File: config.mk
export PLATFORM = sky130hd
export DESIGN_NAME = seq_alu
export DESIGN_NICKNAME = d
export VERILOG_FILES = /design/src/rtl/seq_alu_pkg.sv /design/src/rtl/seq_alu_mul.sv /design/src/rtl/seq_alu.sv
export SDC_FILE = /design/constraint.sdc
export NUM_CORES = 1
export LEC_CHECK = 0
export CAP_MARGIN = 20
export CORE_MARGIN = 1.5
export CORE_UTILIZATION = 55
export DETAILED_ROUTE_END_ITERATION = 16
export HOLD_SLACK_MARGIN = 0.15
export PLACE_DENSITY = 0.76
export SYNTH_ARGS = -nofsm -noshare
export SYNTH_HDL_FRONTEND = slang
export SYNTH_SLANG_ARGS = --single-unit
File: constraint.sdc
create_clock -name clk -period 9.4 [get_ports clk]
set_input_delay 1.88 -clock clk [delete_from_list [all_inputs] [get_ports clk]]
set_output_delay 1.88 -clock clk [all_outputs]
set_load 0.01 [all_outputs]
File: src/rtl/seq_alu_pkg.sv
// Shared types for the sequential ALU: opcode map, FSM states, flag bit positions.
package seq_alu_pkg;

    typedef enum logic [3:0] {
        OP_ADD    = 4'h0,
        OP_SUB    = 4'h1,
        OP_XOR    = 4'h2,
        OP_RED    = 4'h3,
        OP_SLL    = 4'h4,
        OP_SRA    = 4'h5,
        OP_ROR    = 4'h6,
        OP_PADDSB = 4'h7,
        OP_AGEN0  = 4'h8,
        OP_AGEN1  = 4'h9,
        OP_MUL    = 4'hA,
        OP_RSV_B  = 4'hB,
        OP_RSV_C  = 4'hC,
        OP_RSV_D  = 4'hD,
        OP_RSV_E  = 4'hE,
        OP_HLT    = 4'hF
    } opcode_e;

    typedef enum logic [1:0] {
        S_IDLE = 2'd0,
        S_EXEC = 2'd1,
        S_DONE = 2'd2
    } state_e;

    localparam int FLAG_V = 2;
    localparam int FLAG_N = 1;
    localparam int FLAG_Z = 0;

endpackage

File: src/rtl/seq_alu_mul.sv
// Iterative signed multiplier: one partial product per cycle, 2*WIDTH accumulator.
// Bit 0 of b is consumed on the start edge, so done rises WIDTH-1 edges later;
// the MSB partial product is subtracted (two's-complement weight of b).
// Only compiled into seq_alu when SEQ_ALU_MUL_EN is defined.
module seq_alu_mul #(
    parameter int WIDTH = 16
) (
    input  logic               clk,
    input  logic               rst,
    input  logic               start,
    input  logic [WIDTH-1:0]   a,
    input  logic [WIDTH-1:0]   b,
    output logic               done,
    output logic [2*WIDTH-1:0] product
);

    localparam int CNT_W = $clog2(WIDTH);

    logic [2*WIDTH-1:0] r_acc;
    logic [2*WIDTH-1:0] r_mcand;
    logic [WIDTH-1:0]   r_mplier;
    logic [CNT_W-1:0]   r_cnt;
    logic               r_busy;
    logic [2*WIDTH-1:0] w_a_ext;

    assign w_a_ext = {{WIDTH{a[WIDTH-1]}}, a};

    // Shift-and-add iteration, down-counting the remaining multiplier bits.
    always_ff @(posedge clk) begin
        if (rst) begin
            r_acc    <= '0;
            r_mcand  <= '0;
            r_mplier <= '0;
            r_cnt    <= '0;
            r_busy   <= 1'b0;
        end else if (start) begin
            r_acc    <= b[0] ? w_a_ext : '0;
            r_mcand  <= w_a_ext << 1;
            r_mplier <= b >> 1;
            r_cnt    <= CNT_W'(WIDTH - 1);
            r_busy   <= 1'b1;
        end else if (r_busy) begin
            if (r_cnt != '0) begin
                if (r_mplier[0]) begin
                    r_acc <= (r_cnt == CNT_W'(1)) ? (r_acc - r_mcand) : (r_acc + r_mcand);
                end
                r_mcand  <= r_mcand << 1;
                r_mplier <= r_mplier >> 1;
                r_cnt    <= r_cnt - 1'b1;
            end else begin
                r_busy <= 1'b0;
            end
        end
    end

    assign done    = r_busy && (r_cnt == '0);
    assign product = r_acc;

endmodule

File: src/rtl/seq_alu.sv
// Registered ALU with valid/ready handshakes and the architectural {V,N,Z} flags.
// Optional iterative multiply (opcode 0xA) is built when SEQ_ALU_MUL_EN is defined;
// otherwise 0xA is reserved and every op completes in one cycle.
module seq_alu
    import seq_alu_pkg::*;
#(
    parameter int WIDTH   = 16,
    parameter int SHAMT_W = $clog2(WIDTH)
) (
    input  logic             clk,
    input  logic             rst,
    input  logic             in_valid,
    output logic             in_ready,
    input  logic [3:0]       opcode,
    input  logic [WIDTH-1:0] operand1,
    input  logic [WIDTH-1:0] operand2,
    output logic             out_valid,
    input  logic             out_ready,
    output logic [WIDTH-1:0] ALU_Out,
    output logic             err,
    output logic [2:0]       flags
);

    localparam logic [WIDTH-1:0] MAX_POS = {1'b0, {(WIDTH-1){1'b1}}};
    localparam logic [WIDTH-1:0] MIN_NEG = {1'b1, {(WIDTH-1){1'b0}}};

    state_e           r_state;
    state_e           w_state_next;
    logic [WIDTH-1:0] r_alu_out;
    logic             r_err;
    logic [2:0]       r_flags;

    opcode_e          w_op;
    logic             w_accept;
    logic             w_is_mul;
    logic             w_load_single;

    logic [WIDTH-1:0] w_sum, w_diff, w_add_sat, w_sub_sat;
    logic             w_add_ov, w_sub_ov;
    logic [WIDTH-1:0] w_red;
    logic [SHAMT_W-1:0] w_sh;
    logic [SHAMT_W:0]   w_sh_inv;
    logic [WIDTH-1:0] w_sll, w_sra, w_ror, w_padd, w_agen;
    logic [WIDTH-1:0] w_res;
    logic             w_err;
    logic [2:0]       w_flags;

    assign w_op     = opcode_e'(opcode);
    assign w_accept = in_valid && in_ready;

`ifdef SEQ_ALU_MUL_EN
    logic               w_mul_done;
    logic [2*WIDTH-1:0] w_product;
    logic [WIDTH-1:0]   w_mul_lo, w_mul_hi;
    logic               w_mul_ov;

    assign w_is_mul = (w_op == OP_MUL);
    assign w_mul_lo = w_product[WIDTH-1:0];
    assign w_mul_hi = w_product[2*WIDTH-1:WIDTH];
    assign w_mul_ov = (w_mul_hi != {WIDTH{w_mul_lo[WIDTH-1]}});

    seq_alu_mul #(.WIDTH(WIDTH)) u_mul (
        .clk     (clk),
        .rst     (rst),
        .start   (w_accept && w_is_mul),
        .a       (operand1),
        .b       (operand2),
        .done    (w_mul_done),
        .product (w_product)
    );
`else
    assign w_is_mul = 1'b0;
`endif

    assign w_load_single = w_accept && !w_is_mul;

    // Saturating add/subtract: overflow when the result sign disagrees with the operands.
    assign w_sum     = operand1 + operand2;
    assign w_diff    = operand1 - operand2;
    assign w_add_ov  = (operand1[WIDTH-1] == operand2[WIDTH-1]) && (w_sum[WIDTH-1] != operand1[WIDTH-1]);
    assign w_sub_ov  = (operand1[WIDTH-1] != operand2[WIDTH-1]) && (w_diff[WIDTH-1] != operand1[WIDTH-1]);
    assign w_add_sat = w_add_ov ? (operand1[WIDTH-1] ? MIN_NEG : MAX_POS) : w_sum;
    assign w_sub_sat = w_sub_ov ? (operand1[WIDTH-1] ? MIN_NEG : MAX_POS) : w_diff;

    // Shifts; rotate amount of zero makes the left term shift by WIDTH, i.e. vanish.
    assign w_sh     = operand2[SHAMT_W-1:0];
    assign w_sh_inv = (SHAMT_W+1)'(WIDTH) - {1'b0, w_sh};
    assign w_sll    = operand1 << w_sh;
    assign w_sra    = $signed(operand1) >>> w_sh;
    assign w_ror    = (operand1 >> w_sh) | (operand1 << w_sh_inv);

    assign w_agen   = operand1 + {operand2[WIDTH-2:0], 1'b0};

    for (genvar g = 0; g < WIDTH/4; g++) begin : g_nib
        logic [4:0] w_s;
        assign w_s = {operand1[4*g+3], operand1[4*g +: 4]} + {operand2[4*g+3], operand2[4*g +: 4]};
        assign w_padd[4*g +: 4] = (w_s[4] != w_s[3]) ? (w_s[4] ? 4'h8 : 4'h7) : w_s[3:0];
    end

    // Byte-lane reduction; accumulating modulo 2^WIDTH keeps the sign-extended low bits exact.
    always_comb begin
        w_red = '0;
        for (int i = 0; i < WIDTH/8; i++) begin
            w_red = w_red + {{(WIDTH-8){operand1[8*i+7]}}, operand1[8*i +: 8]}
                          + {{(WIDTH-8){operand2[8*i+7]}}, operand2[8*i +: 8]};
        end
    end

    // Single-cycle result, error and next-flag selection.
    always_comb begin
        w_res   = '0;
        w_err   = 1'b0;
        w_flags = r_flags;
        case (w_op)
            OP_ADD: begin
                w_res   = w_add_sat;
                w_flags = {w_add_ov, w_add_sat[WIDTH-1], w_add_sat == '0};
            end
            OP_SUB: begin
                w_res   = w_sub_sat;
                w_flags = {w_sub_ov, w_sub_sat[WIDTH-1], w_sub_sat == '0};
            end
            OP_XOR: begin
                w_res           = operand1 ^ operand2;
                w_flags[FLAG_Z] = ((operand1 ^ operand2) == '0);
            end
            OP_RED:    w_res = w_red;
            OP_SLL: begin
                w_res           = w_sll;
                w_flags[FLAG_Z] = (w_sll == '0);
            end
            OP_SRA: begin
                w_res           = w_sra;
                w_flags[FLAG_Z] = (w_sra == '0);
            end
            OP_ROR: begin
                w_res           = w_ror;
                w_flags[FLAG_Z] = (w_ror == '0);
            end
            OP_PADDSB: w_res = w_padd;
            OP_AGEN0,
            OP_AGEN1:  w_res = w_agen;
`ifdef SEQ_ALU_MUL_EN
            OP_MUL:    w_err = 1'b0;
`endif
            default:   w_err = 1'b1;
        endcase
    end

    // State register.
    always_ff @(posedge clk) begin
        if (rst) begin
            r_state <= S_IDLE;
        end else begin
            r_state <= w_state_next;
        end
    end

    // Next-state logic.
    always_comb begin
        w_state_next = r_state;
        case (r_state)
            S_IDLE: begin
                if (w_accept) begin
                    w_state_next = w_is_mul ? S_EXEC : S_DONE;
                end
            end
`ifdef SEQ_ALU_MUL_EN
            S_EXEC: begin
                if (w_mul_done) begin
                    w_state_next = S_DONE;
                end
            end
`endif
            S_DONE: begin
                if (out_ready) begin
                    if (w_accept) begin
                        w_state_next = w_is_mul ? S_EXEC : S_DONE;
                    end else begin
                        w_state_next = S_IDLE;
                    end
                end
            end
            default: w_state_next = S_IDLE;
        endcase
    end

    // Handshake outputs decoded from state.
    always_comb begin
        in_ready  = (r_state == S_IDLE) || ((r_state == S_DONE) && out_ready);
        out_valid = (r_state == S_DONE);
    end

    // Result/flag registers load only on accept or multiply completion, so they hold while stalled.
    always_ff @(posedge clk) begin
        if (rst) begin
            r_alu_out <= '0;
            r_err     <= 1'b0;
            r_flags   <= 3'b000;
        end else if (w_load_single) begin
            r_alu_out <= w_res;
            r_err     <= w_err;
            r_flags   <= w_flags;
`ifdef SEQ_ALU_MUL_EN
        end else if ((r_state == S_EXEC) && w_mul_done) begin
            r_alu_out <= w_mul_lo;
            r_err     <= 1'b0;
            r_flags   <= {w_mul_ov, w_mul_lo[WIDTH-1], w_mul_lo == '0};
`endif
        end
    end

    assign ALU_Out = r_alu_out;
    assign err     = r_err;
    assign flags   = r_flags;

endmodule

Word-level counts from Yosys, hierarchy flattened
Index checks and enable logic that the tools add are counted.
- bits in registers: 22
- logic and storage cells: 81
- input port bits: 40
- output and inout port bits: 22
- mux-type cells: 19
- add/sub/neg operators: 11
- eq/ne operators: 20
- reductions and logical operators: 20
- shift-type cells: 4
- bitwise operators: 2
- operators by type and width (kind ; number):
    $pmux W16 S9 ; 1
    $logic_not A16 Y1 ; 6
    $mux W16 ; 3
    $add A16 B16 Y16 ; 2
    $mux W4 ; 8
    $add A4 B4 Y5 ; 4
    $eq A4 B3 Y1 const B ; 4
    $or A16 B16 Y16 ; 1
    $shl A16 B4 Y16 ; 1
    $shl A16 B5 Y16 ; 1
    $shr A16 B4 Y16 ; 1
    $sshr A16 B4 Y16 ; 1
    $sub A16 B16 Y16 ; 1
    $xor A16 B16 Y16 ; 1
    $add A10 B8 Y11 ; 1
    $add A9 B8 Y10 ; 1
    $reduce_or A10 Y1 ; 1
    $add A8 B8 Y9 ; 1
    $eq A4 B2 Y1 const B ; 2
    $eq A4 B4 Y1 const B ; 2
    $pmux W2 S2 ; 2
    $ne A1 B1 Y1 ; 7
    $mux W2 ; 3
    $pmux W1 S6 ; 1
    other kinds (15) ; 20

Depth between registers and ports, before layout
- depth in word-level cells: 7
- depth in mapped cells: 24

Worst setup path before layout
No wires, ideal clock.
- path kind: input-to-reg
- start: input operand2[1]
- end: register r_alu_out[7], in the netlist ALU_Out[7]
- data arrival time: 6.463 ns
- setup slack: 2.813 ns
- setup time: 0.124 ns
- stages on the path: 24
- required time: 9.276 ns
- path through: buf_2 buf_6 buf_2 inv_1 ha_1 nor2b_1 o31ai_1 a31oi_1 a311o_1 a21o_1 a21o_1 a21oi_1 o21bai_1 fa_1 xor2_1 and2_1 clkbuf_1 nand2_1 nand2_1 o21ba_2 nor4_1 o221ai_1 a211oi_1 o21ai_0
- word-level cells in the longest chain between the ends: 5
- elaborated cells on any way between the ends: 19
- RTL lines (element ; line ; text):
    from (decl) ; seq_alu.sv:16 ; input logic [WIDTH-1:0] operand2,
    branches (longest 4 deep; another with $add A10 B8 Y11) ; -- ;
    $pmux W16 S9 (*) ; seq_alu.sv:114 ; case (w_op)
    to (signal assigned) ; seq_alu.sv:201 ; r_alu_out <= w_res;
    to (decl) ; seq_alu.sv:29 ; logic [WIDTH-1:0] r_alu_out;
Every way passes the cells marked *.
A chain may end at the register's enable or synchronous reset.

Worst setup path in the final report
- start: input operand1[4]
- end: register r_alu_out[13], in the netlist ALU_Out[13]
- word-level cells in the longest chain between the ends: 5
- elaborated cells on any way between the ends: 18
- RTL lines (element ; line ; text):
    from (decl) ; seq_alu.sv:15 ; input logic [WIDTH-1:0] operand1,
    branches (longest 4 deep; another with $add A10 B8 Y11) ; -- ;
    $pmux W16 S9 (*) ; seq_alu.sv:114 ;
Marks and branches as above.

==> metrics.md <==
| Metric | Value |
|---|---|
| Outcome | finished, final reports clean |
| Area grow syn2layout | 8.22% |
| Min Hold Slack | 0.451 ns |
| Final min period | 7.19 ns |
| Filler cells | 1266 |
| Crit Path Class | in -> reg |
| Setup TNS | 0 ns |
| Fin crit share | 0.765 |
| Drt via density | 7.15 |
| Core Footprint | 13900 sq um |
| Reg2reg setup slack | 6.93 ns |
| RSZ-0062 raised after global routing | false |
| DRC violation total after the first TritonRoute iteration | 1377 |
| Leak | 3.38 nW |
| Die height | 122 microns |
| Largest net degree at the start of global routing | 64 |
| Cell area after layout | 8480 sq um |
| Placer Congestion | 1.07 |
| Most frequent cells in the layout | nor2_1 (107), a21oi_1 (89), nand2_1 (77), o21ai_0 (72), inv_1 (65) |
| Net Sw Frac | 0.523 |
| Post-synth EDFFs | 0 |
| Vias | 8867 |
| I/O pin total | 62 |
| Post-Syn Area | 7840 sq um |
| Power per Cell Area | 99.3 nW/um^2 |
| TritonCTS Buffers | 3 |
| Crit Reg-Reg Endpoint | ALU_Out[9] |
| Post-synthesis async set-or-reset flop share | 0 |
| Crit path launch type | input port |
| Slew Viols, Final | 0 |
| Nets | 1184 |
| Hpwl dp | 23.7 mm |
| Full die area | 15000 sq um |
| Overall Global Routing Usage | 0.409 |
| Port buffer count | 61 |
| Grt met3 use | 0.0822 |
| Num rows | 43 |
| Post-CTS setup buffers | 0 |
| Worst slew pin tran | 1.16 ns |
| Routed Antenna Nets | 0 |
| Bufs and invs on worst path | 1 |
| Met2 Track Usage GR | 0.602 |
| Critical path cell sequence | clkdlybuf4s50_1 -> ha_1 -> or4_1 -> o21ai_0 -> a31oi_1 -> a311o_1 -> a21o_1 -> a21o_1 -> a21oi_1 -> o21bai_1 -> fa_1 -> xor2_1 -> nand2_1 -> nor2_1 -> a221oi_1 -> o211ai_1 -> a211oi_1 -> o21ai_0 -> o31a_1 |
| Syn nets | 1180 |
| VDD IR max | 0.0698 mV |
| Area fraction of the dominant cell type after synthesis | 0.0948 |
| Flops & latches, synth | 21 |
| Worst skew pair latency | 0.25 ns |
| Drt total wl | 30.8 mm |
| Antenna cells | 0 |
| Critical path capture point type | register |
| Clock sink total | 21 |
| Worst hold stages | 2 |
| Clock skew | 0.00519 ns |
| Fmax | 139 MHz |
| Final setup fails | 0 |
| Yosys top cell by area | mux4_2 |
| Placed cell count | 1236 |
| Average routed wire per standard cell | 24.8 microns |
| Hold wc startpoint | ALU_Out[6] |
| Final hold violation count | 0 |
| Internal power | 0.402 mW |
| Distinct cell type count after synthesis | 92 |
| Critical Path AT | 7.34 ns |
| Data required time of the worst path | 9.55 ns |
| Sequential power share | 0.115 |
| Comb pwr share | 0.778 |
| Clock Power Share | 0.107 |
| Initial core utilization | 0.565 |
| Root Driver | clkbuf_16 |
| Slew HR | 0.217 |
| CP max FO | 15 |
| TritonCTS clock tree | yes |
| Global-route wire length before repair | 46.6 mm |
| Worst reg2reg path depth | 9 |
| Grt ovf | 0 |
| Crit-path slowest cell | clkdlybuf4s50_1 |
| GR Layer Usage met1 | 0.595 |
| Reg clk slew, reported paths | 0.06 ns |
| PnR Total Power | 0.842 mW |
| Mean Syn Cell Area | 7.41 sq um |
| Synth top area cells | mux4_2 (9.5%), ha_1 (9.4%), fa_1 (6.1%), a21oi_1 (5.7%), dfxtp_1 (5.4%) |
| Mapped Cells | 1057 |
| Post-cts gate resize count | 0 |
| Worst Hold Path EP | ALU_Out[6] |
| Yosys warning total | 0 |
| Commonest non-fill, non-tap cell in the layout | nor2_1 |
| Router iterations before antenna repair | 8 |
| Vias in the first global route | 7924 |
| Hold WC Path Type | reg -> reg |
| DR DRC count | 0 |
| Net Sw Power | 0.440 mW |
| Die W | 122 microns |
| Sequential-to-total area share from yosys stat | 0.0536 |
| Clk buf depth | 2 |
| Post-DP Area | 8400 sq um |
| RR Startpoint | r_state[1] |
| Max Cap Viol | 0 |
| CP top delay family | compound AO/OA/AOI/OAI gates |
| CP peak stage delay | 0.69 ns |
| Most used DFF post-synth | dfxtp_1 |
| Post-CTS Hold Fix Bufs | 0 |
| Final Non-Filler Cells | 1240 |
| Layout cell share with drive strength beyond 1 | 0.0840 |
| Grt peak-use layer | met2 |
| CTS H-tree depth | 1 |
| Initial antenna violation count | 0 |
Yosys cell counts (5+ instances only):
cell type and n:
a211oi_1 16, a21o_1 17, a21oi_1 89, a221oi_1 9, a31oi_1 13, and2_1 8, and3_1 7, buf_2 20
buf_6 5, clkbuf_1 48, dfxtp_1 21, fa_1 24, ha_1 59, inv_1 65, mux2_2 12, mux2i_1 32
mux4_2 33, nand2_1 77, nand2b_1 18, nand3_1 21, nand4_1 7, nor2_1 107, nor2b_1 13, nor3_1 23
nor4_1 12, o211ai_1 11, o21a_1 9, o21ai_0 72, o21ai_1 10, o21bai_1 11, o221ai_1 11, o22ai_1 14
o31a_1 6, o31ai_1 9, or3_1 6, xnor2_1 29, xor2_1 21
power groups by stage:
stage	combinational (mW)	clock (mW)	sequential [mW]
after detailed placement	0.625	0	0.0986
after global placement	0.623	0	0.0985
after global routing	0.700	0.0946	0.0971
final	0.655	0.0900	0.0967
after floorplan	0.441	0	0.101
after CTS	0.628	0.0912	0.0967
worst max-delay path by stage:
stage / cells after the start / slack, ns / end / start
global route: 19 / 1.75 / ALU_Out[13] / operand1[4]
global placement: 19 / 2.05 / ALU_Out[13] / operand1[4]
CTS: 19 / 2.30 / ALU_Out[13] / operand1[4]
finish: 19 / 2.21 / ALU_Out[13] / operand1[4]
detailed placement: 19 / 2.04 / ALU_Out[13] / operand1[4]
floorplan: 24 / 2.81 / ALU_Out[7] / operand2[1]
cells by family after synthesis:
logic type | Yosys count | synth area share
AO/OA/AOI/OAI | 355 | 0.302
AND/OR/NAND/NOR | 321 | 0.194
buffers and inverters | 148 | 0.0814
adder cells (fa/ha/maj) | 83 | 0.155
multiplexers | 79 | 0.158
XOR/XNOR | 50 | 0.0559
flip-flops | 21 | 0.0536
flip-flops by register name, summed over array words and instances (netlist names):
signal	count
ALU_Out	16
flags	3
r_state	1
err	1
through the flow:
stage          utilization  setup slack [ns]
2_1_floorplan            -              2.81
3_3_place_gp         0.605              2.05
3_5_place_dp         0.605              2.04
4_1_cts              0.611              2.30
5_1_grt              0.611              1.75
6_report             0.611              2.21
metal layers:
layer	part of all wire	routed length, microns
met3	0.14	4310
met2	0.42	12900
met5	0	0
met4	0.038	1160
met1	0.40	12400
final cells by class:
type	count	area (sq um)	share of cell area
multi-input combinational	888	6780	0.799
timing repair buffer	78	718	0.0847
sequential	21	420	0.0496
inverter	69	259	0.0305
tap	180	225	0.0266
clock buffer	3	75.1	0.00885
clock inverter	1	5.00	0.000590
tightest hold or removal path, cell delays in order, from the launching register on:
cell and delay (ns):
dfxtp_1 0.30, nand2_1 0.05, o21ai_1 0.05
Power figures use the tool's default switching activity.
